<file path="config.mk">
export PLATFORM = sky130hd
export DESIGN_NAME = dma_wr_splitter
export DESIGN_NICKNAME = d
export VERILOG_FILES = /design/src/rtl/dma_wr_splitter.sv
export SDC_FILE = /design/constraint.sdc
export NUM_CORES = 1
export LEC_CHECK = 0
export CAP_MARGIN = 25
export CORE_AREA = 4 4 555 557
export DETAILED_ROUTE_END_ITERATION = 16
export DIE_AREA = 0 0 559 561
export PLACE_DENSITY_LB_ADDON = 0.08
export RECOVER_POWER = 100
export SLEW_MARGIN = 10
export SYNTH_ARGS = -nofsm -noshare
export SYNTH_HDL_FRONTEND = slang
export SYNTH_SLANG_ARGS = --single-unit
</file>
<file path="constraint.sdc">
create_clock -name pcie_clk -period 4 [get_ports pcie_clk]
set_input_delay 0.4 -clock pcie_clk [delete_from_list [all_inputs] [get_ports pcie_clk]]
set_output_delay 0.4 -clock pcie_clk [all_outputs]
set_load 0.01 [all_outputs]
</file>
<file path="src/rtl/dma_wr_splitter.sv">
// dma_wr_splitter
// Accepts one DMA write command of any 64 B-multiple length and re-issues it
// as a sequence of sub-commands that never cross a MAX_LEN-aligned boundary.
// The 512-bit data stream is forwarded combinationally and m_data_last is
// regenerated at every sub-command boundary.
// Optional feature: define DMA_SPLIT_STATS_EN to implement the stat_chunks /
// stat_errors counters; without it both ports are tied to zero.
module dma_wr_splitter #(
    parameter int unsigned MAX_LEN = 4096
) (
    input  logic         pcie_clk,
    input  logic         pcie_rst,
    input  logic         s_cmd_valid,
    output logic         s_cmd_ready,
    input  logic [63:0]  s_cmd_address,
    input  logic [31:0]  s_cmd_length,
    output logic         m_cmd_valid,
    input  logic         m_cmd_ready,
    output logic [63:0]  m_cmd_address,
    output logic [31:0]  m_cmd_length,
    input  logic         s_data_valid,
    output logic         s_data_ready,
    input  logic [511:0] s_data_data,
    input  logic [63:0]  s_data_keep,
    input  logic         s_data_last,
    output logic         m_data_valid,
    input  logic         m_data_ready,
    output logic [511:0] m_data_data,
    output logic [63:0]  m_data_keep,
    output logic         m_data_last,
    output logic [31:0]  stat_chunks,
    output logic [31:0]  stat_errors
);

    localparam logic [31:0] MAX_LEN_W = 32'(MAX_LEN);
    localparam logic [31:0] OFS_MASK  = MAX_LEN_W - 32'd1;

    typedef enum logic [1:0] {
        IDLE,
        CALC,
        CMD,
        DATA
    } state_t;

    state_t state;
    state_t next_state;

    logic [63:0] cur_addr;
    logic [31:0] rem;
    logic [31:0] beat_cnt;

    logic [31:0] room;
    logic [31:0] chunk;
    logic [31:0] beats;
    logic        last_beat;
    logic        final_beat;
    logic        s_cmd_hs;
    logic        cmd_hs;
    logic        data_hs;
    logic        zero_len_err;
    logic        data_err;

    // Distance to the next boundary is never zero, so every chunk holds at
    // least one beat and beats-1 cannot underflow.
    assign room       = MAX_LEN_W - (cur_addr[31:0] & OFS_MASK);
    assign chunk      = (rem < room) ? rem : room;
    assign beats      = {6'd0, m_cmd_length[31:6]};
    assign last_beat  = (beat_cnt == beats - 32'd1);
    assign final_beat = last_beat && (rem == 32'd0);

    assign s_cmd_hs     = s_cmd_valid && s_cmd_ready;
    assign cmd_hs       = m_cmd_valid && m_cmd_ready;
    assign data_hs      = m_data_valid && m_data_ready;
    assign zero_len_err = s_cmd_hs && (s_cmd_length == 32'd0);
    assign data_err     = data_hs && (s_data_last != final_beat);

    assign m_data_data = s_data_data;
    assign m_data_keep = s_data_keep;

    // State register.
    always_ff @(posedge pcie_clk) begin
        if (pcie_rst) begin
            state <= IDLE;
        end else begin
            state <= next_state;
        end
    end

    // Next-state logic and handshake outputs; data is only passed in DATA.
    always_comb begin
        next_state   = state;
        s_cmd_ready  = 1'b0;
        m_cmd_valid  = 1'b0;
        s_data_ready = 1'b0;
        m_data_valid = 1'b0;
        m_data_last  = 1'b0;
        case (state)
            IDLE: begin
                s_cmd_ready = !pcie_rst;
                if (s_cmd_valid && !pcie_rst && (s_cmd_length != 32'd0)) begin
                    next_state = CALC;
                end
            end
            CALC: begin
                next_state = CMD;
            end
            CMD: begin
                m_cmd_valid = 1'b1;
                if (m_cmd_ready) begin
                    next_state = DATA;
                end
            end
            DATA: begin
                m_data_valid = s_data_valid;
                s_data_ready = m_data_ready;
                m_data_last  = last_beat && s_data_valid;
                if (s_data_valid && m_data_ready && last_beat) begin
                    next_state = (rem == 32'd0) ? IDLE : CALC;
                end
            end
            default: begin
                next_state = IDLE;
            end
        endcase
    end

    // Address/length bookkeeping: latch the command, size each chunk, and
    // advance once the chunk has been handed to the engine.
    always_ff @(posedge pcie_clk) begin
        if (pcie_rst) begin
            cur_addr      <= 64'd0;
            rem           <= 32'd0;
            beat_cnt      <= 32'd0;
            m_cmd_address <= 64'd0;
            m_cmd_length  <= 32'd0;
        end else begin
            case (state)
                IDLE: begin
                    if (s_cmd_hs) begin
                        cur_addr <= s_cmd_address;
                        rem      <= s_cmd_length;
                    end
                end
                CALC: begin
                    m_cmd_address <= cur_addr;
                    m_cmd_length  <= chunk;
                end
                CMD: begin
                    if (cmd_hs) begin
                        cur_addr <= cur_addr + {32'd0, m_cmd_length};
                        rem      <= rem - m_cmd_length;
                        beat_cnt <= 32'd0;
                    end
                end
                DATA: begin
                    if (data_hs) begin
                        beat_cnt <= beat_cnt + 32'd1;
                    end
                end
                default: begin
                    cur_addr <= cur_addr;
                end
            endcase
        end
    end

`ifdef DMA_SPLIT_STATS_EN
    // Statistics: chunks issued and protocol errors, both free-running.
    always_ff @(posedge pcie_clk) begin
        if (pcie_rst) begin
            stat_chunks <= 32'd0;
            stat_errors <= 32'd0;
        end else begin
            if (cmd_hs) begin
                stat_chunks <= stat_chunks + 32'd1;
            end
            if (zero_len_err || data_err) begin
                stat_errors <= stat_errors + 32'd1;
            end
        end
    end
`else
    logic unused_stats;

    assign stat_chunks  = 32'h0;
    assign stat_errors  = 32'h0;
    assign unused_stats = ^{zero_len_err, data_err};
`endif

endmodule

</file>
# After elaboration in Yosys (flattened, before gate mapping)
# Index checks and enable logic that the tools add are counted.
# word_totals
reg_bits	226
inputBits	679
output_inout_bits	741
elab_cells	59
# classes
addsub	5
n_lt_le_gt_ge	1
eq_ne	10
mux	20
n_reduce_logical	17
# op_table
operator	count
32-bit two-way mux	5
64-bit two-way mux	2
32-bit case mux with 2 select lines	2
64-bit case mux with 2 select lines	1
64-bit by 32-bit adder with 64-bit output	1
32-bit by 1-bit adder with 32-bit output (second input constant)	1
32-bit equality test	1
32-bit zero test	1
32-bit less-than comparator	1
32-bit nonzero test	1
32-bit subtractor	1
26-bit by 1-bit subtractor with 27-bit output (second input constant)	1
13-bit by 12-bit subtractor with 14-bit output (first input constant)	1
2-bit inequality test (second input constant)	6
3-bit AND reduction	3
1-bit logical AND	8
2-bit case mux with 4 select lines	1
1-bit two-way mux	6
2-bit two-way mux	3
2-bit equality test (second input constant)	2
2-bit nonzero test	2
2-bit by 1-bit equality test with 1-bit output (second input constant)	1
2-bit zero test	1
1-bit zero test	1

# Logic depth before layout (Yosys ltp)
# Gate-level depths: netlist of the first run.
# logic_depth
depth_word	5
ltp_mapped	15

# Least setup slack after synthesis of the first run
# No wires, ideal clock.
# synth_timing
path_kind	register to register
startpoint	register cur_addr[2]
endpoint	register m_cmd_length[4]
arrival_time_ns	3.510
slack_ns	0.425
stages_incl_launch_ff	15
path_buffers	1
path_cell_list	dfxtp_1 -> nor4_1 -> nand2_1 -> or4_1 -> xnor2_1 -> ha_1 -> a21o_1 -> a21o_1 -> a21oi_1 -> o211ai_1 -> a21oi_1 -> buf_2 -> mux2i_1 -> mux2i_1 -> nor2_1
# synth_via
elab_chain_cells	3
# synth_rtl
element	line	rtl
start: declaration	48	logic [63:0] cur_addr;
start signal: assignment	140	cur_addr <= s_cmd_address;
start signal: assignment	150	cur_addr <= cur_addr + {32'd0, m_cmd_length};
start signal: assignment	161	cur_addr <= cur_addr;
13-bit by 12-bit subtractor with 14-bit output *	65	assign room = MAX_LEN_W - (cur_addr[31:0] & OFS_MASK);
32-bit less-than comparator	66	assign chunk = (rem < room) ? rem : room;
32-bit two-way mux *	66	
end signal: assignment	146	m_cmd_length <= chunk;
end: declaration	20	output logic [31:0] m_cmd_length,
# Mark *: on every way between the ends. The rest lies on a longest branch, timed or not.
# A chain may end at the register's enable or synchronous reset.

# Final worst setup path of the first run
# layout_timing
startpoint	register m_cmd_length[8]
endpoint	output port m_data_last
# layout_via
elab_chain_cells	4
# layout_rtl
element	line	rtl
26-bit by 1-bit subtractor with 27-bit output	68	assign last_beat = (beat_cnt == beats - 32'd1);
32-bit equality test	68	
1-bit logical AND	116	m_data_last = last_beat && s_data_valid;
1-bit two-way mux	97	case (state)
end: declaration	30	output logic m_data_last,
# Every way passes these cells.

==> flow_metrics.tcl, run 1 <==
set metrics [dict create \
    synth.lib_cells_used.distinct 97 \
    grt_max_degree 79 \
    rows 202 \
    drc 0 \
    rsz0062_at_grt "no" \
    max_stage_delay_ns 0.52 \
    critPathBufInv 3 \
    syn-instance-count 2455 \
    critPathMaxFanout 6 \
    postSynthAreaPerCell_um2 7.97 \
    syn_area_um2 19600 \
    ys_seq_elements 226 \
    instances_no_fill 6166 \
    synthFlopType "dfxtp_1" \
    fin_tns_setup_ns 0 \
    dp_cells 6082 \
    cp-end-kind "primary output" \
    drv_cap 2 \
    nFillCells 35400 \
    wirelength_um 124000 \
    max_freq_mhz 265 \
    io_pins 1420 \
    worstSetupPathType "reg -> out" \
    synthAdderAreaFrac_pct 5.45 \
    setup_viol 0 \
    cp_cell_sequence "buf_4, or3_2, nor4_2, xnor2_1, nand4_1, nor4_4, o2111ai_2, a2111oi_4, buf_4, and2_4, buf_12" \
    synthXorXnorAreaFrac_pct 5.42 \
    cp_top_family "simple AND/OR/NAND/NOR gates" \
    gr-usage-all-layers_pct 7.62 \
    die-width_um 559 \
    worst_slack_ns 0.228 \
    fin_skew_ns 0.0557 \
    cts_sinks 226 \
    finalPower_mw 18.7 \
    fin_nets 2921 \
    drtIter0Drc 598 \
    cts_hold_buf 0 \
    hpwl_um 102000 \
    overflow 0 \
    core_area_um2 303000 \
    insertion_delay_ns 0.62 \
    synth_compound_area_share_pct 14.8 \
    cts-buffers-inserted 42 \
    r2r_slack_ns 0.28 \
    ir_drop_mv 0.290 \
    grt_pass1_vias 16400 \
    ys_seq_area_share_pct 23.1 \
    cts_buffer_depth 3 \
    clk_pin_slew_ns 0.06 \
    place_ws_ns 0.226 \
    vias_per_cell 2.51 \
    htree_num_levels 2 \
    gp_congestion 0.664 \
    failed_checks "capacitance limit, slew limit" \
    max_slew.worst_pin.slew_ns 2.55 \
    synth_mux_area_share_pct 6.44 \
    firstDrtPassIters 4 \
    powerDensity_nw_per_um2 775 \
    die_h_um 561 \
    grt_pass1_wl_um 163000 \
    relSlewSlack_pct -70.3 \
    synth_top_family_by_area "buffers and inverters" \
    syn_to_final_growth_pct 23.1 \
    floorplan.initialDensity_pct 6.47 \
    drive_gt1_share_pct 11.0 \
    synth-simple-area-share_pct 16.5 \
    slew_violations 65 \
    min_path_type "in -> reg" \
    arrival_ns 3.37 \
    crit_top_cell "buf_4" \
    die_area_um2 314000 \
    hold_viol_final 0 \
    leakage_nw 8.01 \
    antenna_found_initial 38 \
    critPathRequiredTime_ns 3.60 \
    num_vias 15500 \
    cts_tree "built" \
    detail_route.wl_per_cell_um 20.1 \
    start_kind "register" \
    drtAntennaViolNets 0 \
    synth_edf_count 0 \
    root_buffer "clkbuf_16" \
    run_status "finished, violations left" \
    yosys_warnings 0 \
    io_buffer_count 202 \
    cp_slowest_cell "or3_2" \
    async_flop_share_pct 0 \
    fin_crit_sh_pct 94.3 \
    fin_crit_ns 3.77 \
]
-- synthesized netlist by cell type (46+ instances only) --
master	instances	area share (%)
nor3_1	59	1.5
ha_1	82	5.2
dfxtp_1	226	23
a211oi_1	57	2.2
xor2_1	53	2.4
nand2_1	114	2.2
xnor2_1	68	3.0
buf_4	640	25
nand3_1	46	1.2
nor2_1	257	4.9
a21oi_1	116	3.0
mux2i_1	120	6.1
o21ai_0	68	1.7
inv_1	72	1.4
clkbuf_1	67	1.3
-- path summary, 6_finish.rpt --
path | from | endpoint | depth (start not counted)
max | m_cmd_length[8] | m_data_last | 11
max reg2reg | m_cmd_length[0] | cur_addr[56] | 15
min reg2reg | m_cmd_address[11] | m_cmd_address[11] | 2
min | pcie_rst | cur_addr[17] | 2
-- what timing repair did --
action,CTS,global route
buffers inserted,6,4
endpoints found under the setup margin,1,3
pin swaps,5,6
gates resized for setup,18,12
-- state kept, by name (all words and copies together) (netlist names) --
| signal | cells |
|---|---|
| beat_cnt | 32 |
| cur_addr | 64 |
| m_cmd_address | 64 |
| m_cmd_length | 32 |
| rem | 32 |
| state | 2 |
-- stage by stage --
step	cell area (um2)	hold WS [ns]	util, %
after floorplan	19800	0.465	-
after global placement	22700	0.481	7.50
after global routing	24100	0.154	7.96
after CTS	24200	0.141	7.99
after detailed placement	22700	0.483	7.50
final	24100	0.171	7.96
-- per-layer routing --
metal / vias up / wire length [um] / global-route usage, %
li1: 7229 / - / -
met1: 7185 / 47000 / 8.15
met2: 622 / 59400 / 13.1
met5: - / 29 / 0
met4: 4 / 7310 / 3.93
met3: 434 / 10300 / 2.86
-- final cells by class --
| class | instances | area, um2 | area share [%] |
|---|---|---|---|
| timing repair buffer | 339 | 3060 | 12.7 |
| multi-input combinational | 1476 | 9850 | 40.9 |
| clock inverter | 7 | 116 | 0.483 |
| clock buffer | 66 | 1260 | 5.24 |
| antenna | 1 | 2.50 | 0.0104 |
| tap | 3978 | 4980 | 20.7 |
| inverter | 73 | 280 | 1.16 |
| sequential | 226 | 4540 | 18.8 |
-- cells by family (layout without fill, tap and decap cells) --
family | Yosys count | in the layout
AO/OA/AOI/OAI | 422 | 422
XOR/XNOR | 121 | 121
adder cells (fa/ha/maj) | 84 | 84
buffers and inverters | 816 | 485
flip-flops | 226 | 226
multiplexers | 125 | 125
other | 1 | 65
AND/OR/NAND/NOR | 660 | 660
-- cells in the final DEF (no fill, tap or decap), drive strengths merged, types with 7 or more instances in the layout --
master / count
nand3: 46
mux2i: 120
a2111oi: 12
or3: 14
a21oi: 116
buf: 114
o21ai: 73
a221oi: 8
xnor2: 68
dfxtp: 226
and4: 7
and3: 21
nand4: 32
inv: 73
dlygate4sd3: 93
nor3: 60
and2: 8
conb: 64
clkdlybuf4s50: 107
a21o: 27
ha: 82
nor4: 41
or4: 8
nand2: 115
o211ai: 13
nor2: 257
a31oi: 19
a311oi: 11
clkbuf: 91
nor2b: 17
nand2b: 10
a211oi: 59
o21a: 18
o21bai: 9
xor2: 53
-- report_power, final --
group | leakage (nW) | switching [mW] | internal, mW
Sequential | 1.85 | 0.801 | 2.92
Clock | 0.670 | 1.51 | 2.28
Combinational | 5.49 | 6.71 | 4.44
Total | 8.01 | 9.02 | 9.64
Note: power is estimated with default switching activity, not from simulation.
==> run 2: changes to the inputs <==
REMOVE_ABC_BUFFERS = 1   (was not set)
==> run 2 against run 1 <==
  * The run still ends with capacitance limit, slew limit left
  * Clock power fell by 5.3%
  * Critical path depth rose by 3
  * Largest cell class unchanged
  * Register-to-register slack worse by 0.17 ns
  * Largest power group unchanged
  * Total power rose by 0.91%
  * Final cell count up 0.84%
  * Worst setup slack worse by 0.17 ns
  * First-iteration DRC count grew to 2.8 times the previous value
  * Global-route usage grew 22 points
  * Core utilization grew 0.056 points
==> flow_metrics.tcl, run 2 (synthesis results as in run 1) <==
set metrics [dict create \
    run_status "finished, violations left" \
    failed_checks "capacitance limit, slew limit" \
    antenna_found_initial 24 \
    gp_congestion 1.41 \
    drc 0 \
    drtAntennaViolNets 0 \
    start_kind "register" \
    wirelength_um 487000 \
    fin_crit_ns 3.94 \
    firstDrtPassIters 5 \
    drtIter0Drc 1652 \
    insertion_delay_ns 0.67 \
    vias_per_cell 3.14 \
    hold_viol_final 0 \
    most-common-layout-cells "256 x nor2_1, 221 x dfxtp_1, 162 x buf_4" \
    cts_buffer_depth 3 \
    rsz0062_at_grt "yes" \
    root_buffer "clkbuf_16" \
    place_ws_ns -0.135 \
    relSlewSlack_pct -5.46 \
    cts_hold_buf 0 \
    detail_route.wl_per_cell_um 78.4 \
    worst_slack_ns 0.0615 \
    rows 202 \
    dpl_cell_area_um2 23100 \
    die_h_um 561 \
    fin_nets 2970 \
    powerDensity_nw_per_um2 776 \
    die-width_um 559 \
    grt_max_degree 61 \
    grt_pass1_vias 17500 \
    grt_pass1_wl_um 533000 \
    r2r_slack_ns 0.11 \
    hpwl_um 465000 \
    clk_pin_slew_ns 0.06 \
    drv_cap 2 \
    cts-buffers-inserted 39 \
    core_area_um2 303000 \
    htree_num_levels 2 \
    max_slew.worst_pin.slew_ns 1.58 \
    floorplan.initialDensity_pct 6.47 \
    dp_cells 6141 \
    die_area_um2 314000 \
    overflow 0 \
    fin_skew_ns 0.0517 \
    ir_drop_mv 0.268 \
    io_pins 1420 \
    instances_no_fill 6218 \
    layout_commonest_cell "nor2_1" \
    slew_violations 52 \
    cts_tree "built" \
    cts_sinks 226 \
    syn_to_final_growth_pct 24.0 \
    min_path_type "in -> reg" \
    drive_gt1_share_pct 13.5 \
    gr-usage-all-layers_pct 30.0 \
    finalPower_mw 18.8 \
    fin_tns_setup_ns 0 \
    design_area_um2 24300 \
    setup_viol 0 \
    arrival_ns 3.54 \
    io_buffer_count 202 \
    reg_top3 "cur_addr: 64 flops, m_cmd_address: 64 flops" \
    worstSetupPathType "reg -> out" \
    leakage_nw 8.19 \
    num_vias 19500 \
    cp-end-kind "primary output" \
    max_freq_mhz 254 \
    fin_crit_sh_pct 98.5 \
    critPathRequiredTime_ns 3.60 \
    critPathMaxFanout 4 \
]
run 2: cell count changes in the layout (fill, tap and decap cells not counted), sizes merged:
cell / before / now
buf: 114 / 167
clkbuf: 91 / 81
clkinv: 4 / 9
diode: 1 / 5
bufinv: 2 / 1
inv: 73 / 74
run 2: report_power, final:
group | leakage, nW | switching (mW) | internal [mW] | total, mW
logic | 5.74 | 7.01 | 4.55 | 11.6
registers | 1.85 | 0.763 | 2.92 | 3.68
clock network | 0.604 | 1.59 | 2.00 | 3.59
total | 8.19 | 9.36 | 9.48 | 18.8
run 2: layer usage:
layer  vias up  routed length (um)  track usage [%]
met5         -                5840             13.3
met4        86               41500             20.4
met3       334              150000             44.2
met2      3034              229000             50.1
met1      8752               61900             10.3
li1       7338                   -                -
run 2: worst paths after layout:
check               startpoint           endpoint  cells past startpoint
min reg2reg  m_cmd_address[20]  m_cmd_address[20]                      2
max reg2reg    m_cmd_length[6]       cur_addr[59]                     12
max            m_cmd_length[7]        m_data_last                     14
min                   pcie_rst  m_cmd_address[30]                      2
run 2: what timing repair did:
| item | in CTS | in global routing |
|---|---|---|
| endpoints found under the hold margin | 0 | 0 |
| resized for setup | 21 | 5 |
| pin swaps | 7 | 6 |
| setup buffers | 2 | 1 |
| setup endpoints to repair | 3 | 6 |
run 2: per-stage QoR:
| step | util (%) | hold slack, ns |
|---|---|---|
| floorplan | - | 0.457 |
| global placement | 7.63 | 0.479 |
| detailed placement | 7.63 | 0.483 |
| CTS | 8.06 | 0.0838 |
| global route | 8.02 | 0.101 |
| finish | 8.02 | 0.0972 |
run 2: cell type report:
cell class              instances  area (um2)
well taps                    3978        4980
inverters                      73         274
repair buffers                391        3430
fillers                     35300      278000
diodes                          5        12.5
flip-flops and latches        226        4530
multi-input cells            1476        9820
clock inverters                12        91.3
clock buffers                  57        1120
run 2: worst max-delay path, stage by stage, from the launching register on:
cell       delay, ns
dfxtp_2         0.32
buf_4           0.14
buf_4           0.15
nor2_1          0.22
buf_4           0.19
nand4_1         0.11
xnor2_1         0.20
nand3_1         0.16
nor4_4          0.39
buf_4           0.19
o2111ai_4       0.10
a2111oi_4       0.30
buf_12          0.18
and2_4          0.14
buf_6           0.09
==> run 3: changes to the inputs <==
SLEW_MARGIN = not set   (was 10)
==> results of run 3 <==
The final DEF is identical to that of run 2; final timing and power are the same.
